==> src/rtl/width_packer_if.sv <==
// Beat-in / word-out bundle for width_packer, plus its status outputs.
// slave is the packer's view, master is the driver/sink view.
interface width_packer_if #(
   parameter int IN_W  = 8,
   parameter int RATIO = 4
);
   localparam int OUT_W  = IN_W * RATIO;
   localparam int LANE_W = $clog2(RATIO + 1);

   logic              in_valid;
   logic [IN_W-1:0]   in_data;
   logic              in_sof;
   logic              in_ready;
   logic              flush;
   logic              out_valid;
   logic [OUT_W-1:0]  out_data;
   logic [LANE_W-1:0] out_lanes;
   logic              out_ready;
   logic              overflow;
   logic              misalign;
   logic [15:0]       word_cnt;

   modport slave (
      input  in_valid, in_data, in_sof, flush, out_ready,
      output in_ready, out_valid, out_data, out_lanes, overflow, misalign, word_cnt
   );

   modport master (
      output in_valid, in_data, in_sof, flush, out_ready,
      input  in_ready, out_valid, out_data, out_lanes, overflow, misalign, word_cnt
   );
endinterface

==> src/rtl/width_packer.sv <==
// Packs RATIO IN_W-bit beats into one output word, with frame-start realignment,
// partial-word flush and sticky overflow/misalign status.
//
// state    | meaning
// OUT_IDLE | output register empty, out_valid low
// OUT_HELD | output register holds a word waiting for out_ready
module width_packer #(
   parameter int             IN_W      = 8,
   parameter int             RATIO     = 4,
   parameter bit             MSB_FIRST = 1'b1,
   parameter logic [IN_W-1:0] PAD      = '0
) (
   input logic         div_8_clk,
   input logic         rst_n,
   width_packer_if.slave bus
);
   localparam int OUT_W  = IN_W * RATIO;
   localparam int LANE_W = $clog2(RATIO + 1);
   localparam int CNT_W  = $clog2(RATIO);
   localparam logic [CNT_W-1:0] LAST_LANE = CNT_W'(RATIO - 1);

   typedef enum logic {OUT_IDLE, OUT_HELD} out_state_t;

   out_state_t        state, state_next;
   logic [CNT_W-1:0]  cnt, cnt_next;
   logic [OUT_W-1:0]  acc, acc_next, acc_beat, word;
   logic              flush_pend, flush_pend_next;
   logic [OUT_W-1:0]  out_data_q, out_data_next;
   logic [LANE_W-1:0] out_lanes_q, out_lanes_next;
   logic              overflow_q, misalign_q;
   logic [15:0]       word_cnt_q;

   logic              slot_free, realign, accept, completing, flush_req, emit, handshake;
   logic [CNT_W-1:0]  lane;
   logic [LANE_W-1:0] fill;

   function automatic int lane_lo(input int k);
      return MSB_FIRST ? OUT_W - (k + 1) * IN_W : k * IN_W;
   endfunction

   assign handshake  = (state == OUT_HELD) && bus.out_ready;
   assign slot_free  = (state == OUT_IDLE) || bus.out_ready;
   assign realign    = bus.in_sof && (cnt != '0);
   // Only a beat that would finish a word or throw one away needs the output slot.
   assign bus.in_ready = slot_free || ((cnt != LAST_LANE) && !realign);
   assign accept     = bus.in_valid && bus.in_ready;
   assign lane       = bus.in_sof ? '0 : cnt;
   assign completing = accept && (lane == LAST_LANE);
   assign flush_req  = bus.flush || flush_pend;

   always_comb begin
      state_next      = state;
      cnt_next        = cnt;
      acc_beat        = acc;
      acc_next        = acc;
      word            = '0;
      fill            = LANE_W'(cnt);
      emit            = 1'b0;
      flush_pend_next = flush_pend;
      out_data_next   = out_data_q;
      out_lanes_next  = out_lanes_q;

      if (accept) begin
         if (realign) begin
            acc_beat = '0;
         end
         for (int k = 0; k < RATIO; k++) begin
            if (lane == CNT_W'(k)) begin
               acc_beat[lane_lo(k) +: IN_W] = bus.in_data;
            end
         end
         fill = LANE_W'(lane) + LANE_W'(1);
      end

      // A completing beat always wins; a simultaneous flush then has nothing left.
      emit = completing || (flush_req && slot_free && (fill != '0));

      for (int k = 0; k < RATIO; k++) begin
         if (LANE_W'(k) < fill) begin
            word[lane_lo(k) +: IN_W] = acc_beat[lane_lo(k) +: IN_W];
         end else begin
            word[lane_lo(k) +: IN_W] = PAD;
         end
      end

      if (emit) begin
         cnt_next = '0;
         acc_next = '0;
      end else begin
         acc_next = acc_beat;
         if (accept) begin
            cnt_next = lane + CNT_W'(1);
         end
      end

      if (flush_req && slot_free) begin
         flush_pend_next = 1'b0;
      end else if (bus.flush) begin
         flush_pend_next = 1'b1;
      end

      if (emit) begin
         state_next     = OUT_HELD;
         out_data_next  = word;
         out_lanes_next = fill;
      end else if (handshake) begin
         state_next = OUT_IDLE;
      end
   end

   always_ff @(posedge div_8_clk or negedge rst_n) begin
      if (!rst_n) begin
         state       <= OUT_IDLE;
         cnt         <= '0;
         acc         <= '0;
         flush_pend  <= 1'b0;
         out_data_q  <= '0;
         out_lanes_q <= '0;
         overflow_q  <= 1'b0;
         misalign_q  <= 1'b0;
         word_cnt_q  <= '0;
      end else begin
         state       <= state_next;
         cnt         <= cnt_next;
         acc         <= acc_next;
         flush_pend  <= flush_pend_next;
         out_data_q  <= out_data_next;
         out_lanes_q <= out_lanes_next;
         if (bus.in_valid && !bus.in_ready) begin
            overflow_q <= 1'b1;
         end
         if (accept && realign) begin
            misalign_q <= 1'b1;
         end
         if (handshake) begin
            word_cnt_q <= word_cnt_q + 16'd1;
         end
      end
   end

   assign bus.out_valid = (state == OUT_HELD);
   assign bus.out_data  = out_data_q;
   assign bus.out_lanes = out_lanes_q;
   assign bus.overflow  = overflow_q;
   assign bus.misalign  = misalign_q;
   assign bus.word_cnt  = word_cnt_q;
endmodule

==> src/flat_wrapper.sv <==
// flat-port wrapper written by rule: the top's interface ports become plain ports
module width_packer_flat 
#(
   parameter int             IN_W      = 8,
   parameter int             RATIO     = 4,
   parameter bit             MSB_FIRST = 1'b1,
   parameter logic [IN_W-1:0] PAD      = '0
)
  (div_8_clk, rst_n, bus_in_valid, bus_in_data, bus_in_sof, bus_flush, bus_out_ready, bus_in_ready, bus_out_valid, bus_out_data, bus_out_lanes, bus_overflow, bus_misalign, bus_word_cnt);
  width_packer_if #(.IN_W(IN_W), .RATIO(RATIO)) bus_i ();
  input logic div_8_clk;
  input logic rst_n;
  input wire logic [$bits(bus_i.in_valid)-1:0] bus_in_valid;
  input wire logic [$bits(bus_i.in_data)-1:0] bus_in_data;
  input wire logic [$bits(bus_i.in_sof)-1:0] bus_in_sof;
  input wire logic [$bits(bus_i.flush)-1:0] bus_flush;
  input wire logic [$bits(bus_i.out_ready)-1:0] bus_out_ready;
  output wire logic [$bits(bus_i.in_ready)-1:0] bus_in_ready;
  output wire logic [$bits(bus_i.out_valid)-1:0] bus_out_valid;
  output wire logic [$bits(bus_i.out_data)-1:0] bus_out_data;
  output wire logic [$bits(bus_i.out_lanes)-1:0] bus_out_lanes;
  output wire logic [$bits(bus_i.overflow)-1:0] bus_overflow;
  output wire logic [$bits(bus_i.misalign)-1:0] bus_misalign;
  output wire logic [$bits(bus_i.word_cnt)-1:0] bus_word_cnt;
  assign bus_i.in_valid = bus_in_valid;
  assign bus_i.in_data = bus_in_data;
  assign bus_i.in_sof = bus_in_sof;
  assign bus_i.flush = bus_flush;
  assign bus_i.out_ready = bus_out_ready;
  assign bus_in_ready = bus_i.in_ready;
  assign bus_out_valid = bus_i.out_valid;
  assign bus_out_data = bus_i.out_data;
  assign bus_out_lanes = bus_i.out_lanes;
  assign bus_overflow = bus_i.overflow;
  assign bus_misalign = bus_i.misalign;
  assign bus_word_cnt = bus_i.word_cnt;
  width_packer #(.IN_W(IN_W), .RATIO(RATIO), .MSB_FIRST(MSB_FIRST), .PAD(PAD)) u_core (.div_8_clk(div_8_clk), .rst_n(rst_n), .bus(bus_i));
endmodule
==> config.mk <==
export PLATFORM = sky130hd
export DESIGN_NAME = width_packer_flat
export DESIGN_NICKNAME = d
export VERILOG_FILES = /design/src/rtl/width_packer_if.sv /design/src/rtl/width_packer.sv /design/src/flat_wrapper.sv
export SDC_FILE = /design/constraint.sdc
export NUM_CORES = 1
export LEC_CHECK = 0
export ABC_AREA = 1
export BUFFER_PORTS_ARGS = -buffer_cell sky130_fd_sc_hd__buf_2
export CORE_UTILIZATION = 56
export CTS_CLUSTER_DIAMETER = 100
export DETAILED_ROUTE_END_ITERATION = 8
export PLACE_DENSITY_LB_ADDON = 0.3
export SYNTH_ARGS = -nofsm -noshare
export SYNTH_HDL_FRONTEND = slang
export SYNTH_SLANG_ARGS = --single-unit
==> constraint.sdc <==
create_clock -name div_8_clk -period 2.3 [get_ports div_8_clk]
set_input_delay 0.23 -clock div_8_clk [delete_from_list [all_inputs] [get_ports div_8_clk]]
set_output_delay 0.23 -clock div_8_clk [all_outputs]
set_load 0.03 [all_outputs]
==> flow_metrics.env <==
export IMPL_synth_cell_types=29
export IMPL_hpwl_um=5960
export IMPL_leakage_nw=2.63
export IMPL_setup_violations=0
export IMPL_drv_cap=0
export IMPL_relSlewSlack_pct=66.6
export IMPL_grt_pass1_vias=3131
export IMPL_dr_total_vias=3276
export IMPL_async_flop_share_pct=100
export IMPL_netlist_instances=486
export IMPL_die_w_um=86.0
export IMPL_synth_xor_area_share_pct=3.10
export IMPL_yosysTopAreaCell="dfrtp_1"
export IMPL_crit_path_end="u_core.bus.out_data[7]$_DFFE_PN0P_"
export IMPL_grt_busiest_layer="met2"
export IMPL_setup_tns_ns=0
export IMPL_finalCritPeriodShare_pct=90.9
export IMPL_grt_max_degree=37
export IMPL_io_pins=69
export IMPL_dieArea_um2=7400
export IMPL_synth_top_cell_area_share_pct=51.3
export IMPL_cp_required_ns=2.60
export IMPL_drc=0
export IMPL_p_per_area_nw_per_um2=1140
export IMPL_grt_pass1_wl_um=14100
export IMPL_core_area_um2=6790
export IMPL_clk_pin_slew_ns=0.09
export IMPL_synth_commonest_cells="176 x nand2_1, 81 x dfrtp_1, 57 x inv_1, 42 x nor2_1, 31 x nand3_1"
export IMPL_rows=30
export IMPL_timing_final_ws_setup_ns=0.208
export IMPL_drtAntennaViolNets=0
export IMPL_hold_viol=0
export IMPL_worstSetupEndpointType="register"
export IMPL_crit_start="u_core.cnt[1]$_DFFE_PN0P_"
export IMPL_routed_wl_um=8550
export IMPL_r2r_end="u_core.bus.out_data[7]$_DFFE_PN0P_"
export IMPL_yosys_area_share_simple_pct=27.9
export IMPL_r2r_cells=11
export IMPL_synth_compound_area_share_pct=7.09
export IMPL_synth_seq_cells=81
export IMPL_drt_iter0_drc=199
export IMPL_portBuffers=68
export IMPL_viasPerCell=4.97
export IMPL_synth_edff_count=0
export IMPL_wl_per_cell_um=13.0
export IMPL_crit_path_start_kind="register"
export IMPL_finalNetCount=577
export IMPL_clockBufferDepth=2
export IMPL_skew_ns=0.0124
export IMPL_antenna_found_initial=0
export IMPL_pre_cts_slack_ns=0.107
export IMPL_cts_root_buffer="clkbuf_8"
export IMPL_status="finished clean"
export IMPL_dr_pass1_iters=7
export IMPL_fin_total_pwr_w=0.00524
export IMPL_synth_flop_cell="dfrtp_1"
export IMPL_regToRegStartpoint="u_core.cnt[1]$_DFFE_PN0P_"
export IMPL_netlist_area_um2=3950
export IMPL_critical_path_arrival_ns=2.39
export IMPL_syn_nets=505
export IMPL_critPathMaxFanout=22
export IMPL_grt_use_met3_pct=5.39
export IMPL_ir_drop_mv=0.501
export IMPL_avgSynthCellArea_um2=8.13
export IMPL_grt_met2_usage_pct=42.6
export IMPL_synth_top_family_by_area="simple AND/OR/NAND/NOR gates"
export IMPL_synthMuxAreaShare_pct=0
export IMPL_yosys_warnings=0
export IMPL_cts_tree="built"
export IMPL_fin_crit_ns=2.09
export IMPL_htreeDepth=3
export IMPL_die_h_um=86.0
export IMPL_numCtsBuffers=9
export IMPL_grt_overflow_total=0
export IMPL_cts_setup_buffers=0
export IMPL_rsz0062_at_grt="no"
export IMPL_synthAdderAreaFrac_pct=1.58
export IMPL_area_growth_pct=16.2
export IMPL_use_met1_pct=29.8
export IMPL_drive_gt1_share_pct=19.7
export IMPL_netlist_top_cells_area="dfrtp_1 51%, nand2_1 17%, inv_1 5.4%"
export IMPL_grtUsageTotal_pct=25.1
export IMPL_path_class="register to register"
export IMPL_clock_latency_ns=0.36
export IMPL_timing_fmax_ghz=0.478
export IMPL_post_synth_top_count_cell="nand2_1"
export IMPL_antennaDiodeCount=0
export IMPL_start_util_pct=58.2
export IMPL_r2r_slack_ns=0.21
export IMPL_worst_pin_slew_ns=0.501
export IMPL_hp_class="input pin to register"
export IMPL_cts_sinks=81
export IMPL_yosysSeqAreaShare_pct=51.3
export IMPL_gp_congestion=0.880
export IMPL_slew_viol_final=0
==> critical path, stage by stage, from the launching register on <==
cell and delay, ns:
dfrtp_1 0.44, inv_1 0.08, nor2_1 0.21, inv_1 0.11, ha_1 0.30, nand3b_1 0.15, nand2_1 0.14, nand2_1 0.11
a21oi_4 0.14, buf_6 0.22, nand2_1 0.08, nand2_1 0.07
==> sequential cells by signal (all words and copies together), names as in the netlist <==
signal / flops
u_core.flush_pend: 1
u_core.bus.out_data: 32
u_core.bus.overflow: 1
u_core.bus.word_cnt: 16
u_core.bus.out_valid: 1
u_core.bus.out_lanes: 3
u_core.bus.misalign: 1
u_core.cnt: 2
u_core.acc: 24
==> power breakdown <==
part           switching [W]  total (W)  internal [W]
clock               0.000530    0.00106      0.000533
sequential          0.000218    0.00200       0.00178
combinational        0.00154    0.00217      0.000632
total                0.00229    0.00524       0.00294
==> logic make-up after synthesis <==
kind of cell,after synthesis
adder cells (fa/ha/maj),5
XOR/XNOR,14
AO/OA/AOI/OAI,43
flip-flops,81
buffers and inverters,77
AND/OR/NAND/NOR,266
==> cells in the final DEF (no fill, tap or decap), types with 2 or more instances in the layout <==
cell / instances
a21oi_1: 21
buf_2: 67
buf_4: 10
clkbuf_8: 10
clkinv_2: 2
dfrtp_1: 81
ha_1: 5
inv_1: 57
nand2_1: 176
nand2_2: 5
nand2_4: 2
nand3_1: 31
nand4_1: 3
nor2_1: 41
nor2_2: 3
nor3_1: 3
o211ai_1: 8
o21ai_0: 7
o21bai_1: 2
xnor2_1: 4
xor2_1: 10
==> how the worst min path moves through the flow <==
stage                     cells after the start                                 end  slack, ns            from
after floorplan                               0            u_core.acc[10]$_DFF_PN0_      -0.07           rst_n
after global placement                        1    u_core.bus.out_valid$_DFFE_PN0P_       0.22           rst_n
after detailed placement                      1    u_core.bus.out_valid$_DFFE_PN0P_       0.22           rst_n
after CTS                                     3  u_core.bus.out_data[6]$_DFFE_PN0P_       0.12  bus_in_data[6]
after global routing                          3  u_core.bus.out_data[6]$_DFFE_PN0P_       0.13  bus_in_data[6]
final                                         3  u_core.bus.out_data[6]$_DFFE_PN0P_       0.14  bus_in_data[6]
==> layer usage <==
metal	share of wire, %	wire length [µm]
met1	43	3670
met3	4.2	361
met4	2.8	237
met2	50	4280
met5	0	0
==> cell type report <==
cell class              count  area (µm²)
well taps                  96         120
repair buffers             80         452
flip-flops and latches     81        2030
clock buffers              10         138
multi-input cells         328        1570
fillers                   573        2200
clock inverters             6        65.1
inverters                  58         218
==> stage by stage <==
stage	utilization [%]	cell area, µm²	instances	hold WS, ns
floorplan	-	3950	486	-0.0656
global placement	64.3	4370	642	0.218
detailed placement	64.3	4370	642	0.222
CTS	67.4	4580	659	0.123
global route	67.6	4590	659	0.131
finish	67.6	4590	659	0.144
==> timing repair <==
item                                    in CTS  in global routing
hold buffers                                 1                  0
endpoints found under the setup margin       0                 28
hold endpoints to repair                    34                  0
gates resized for setup                      0                  3
(Power assumes the default switching activity.)
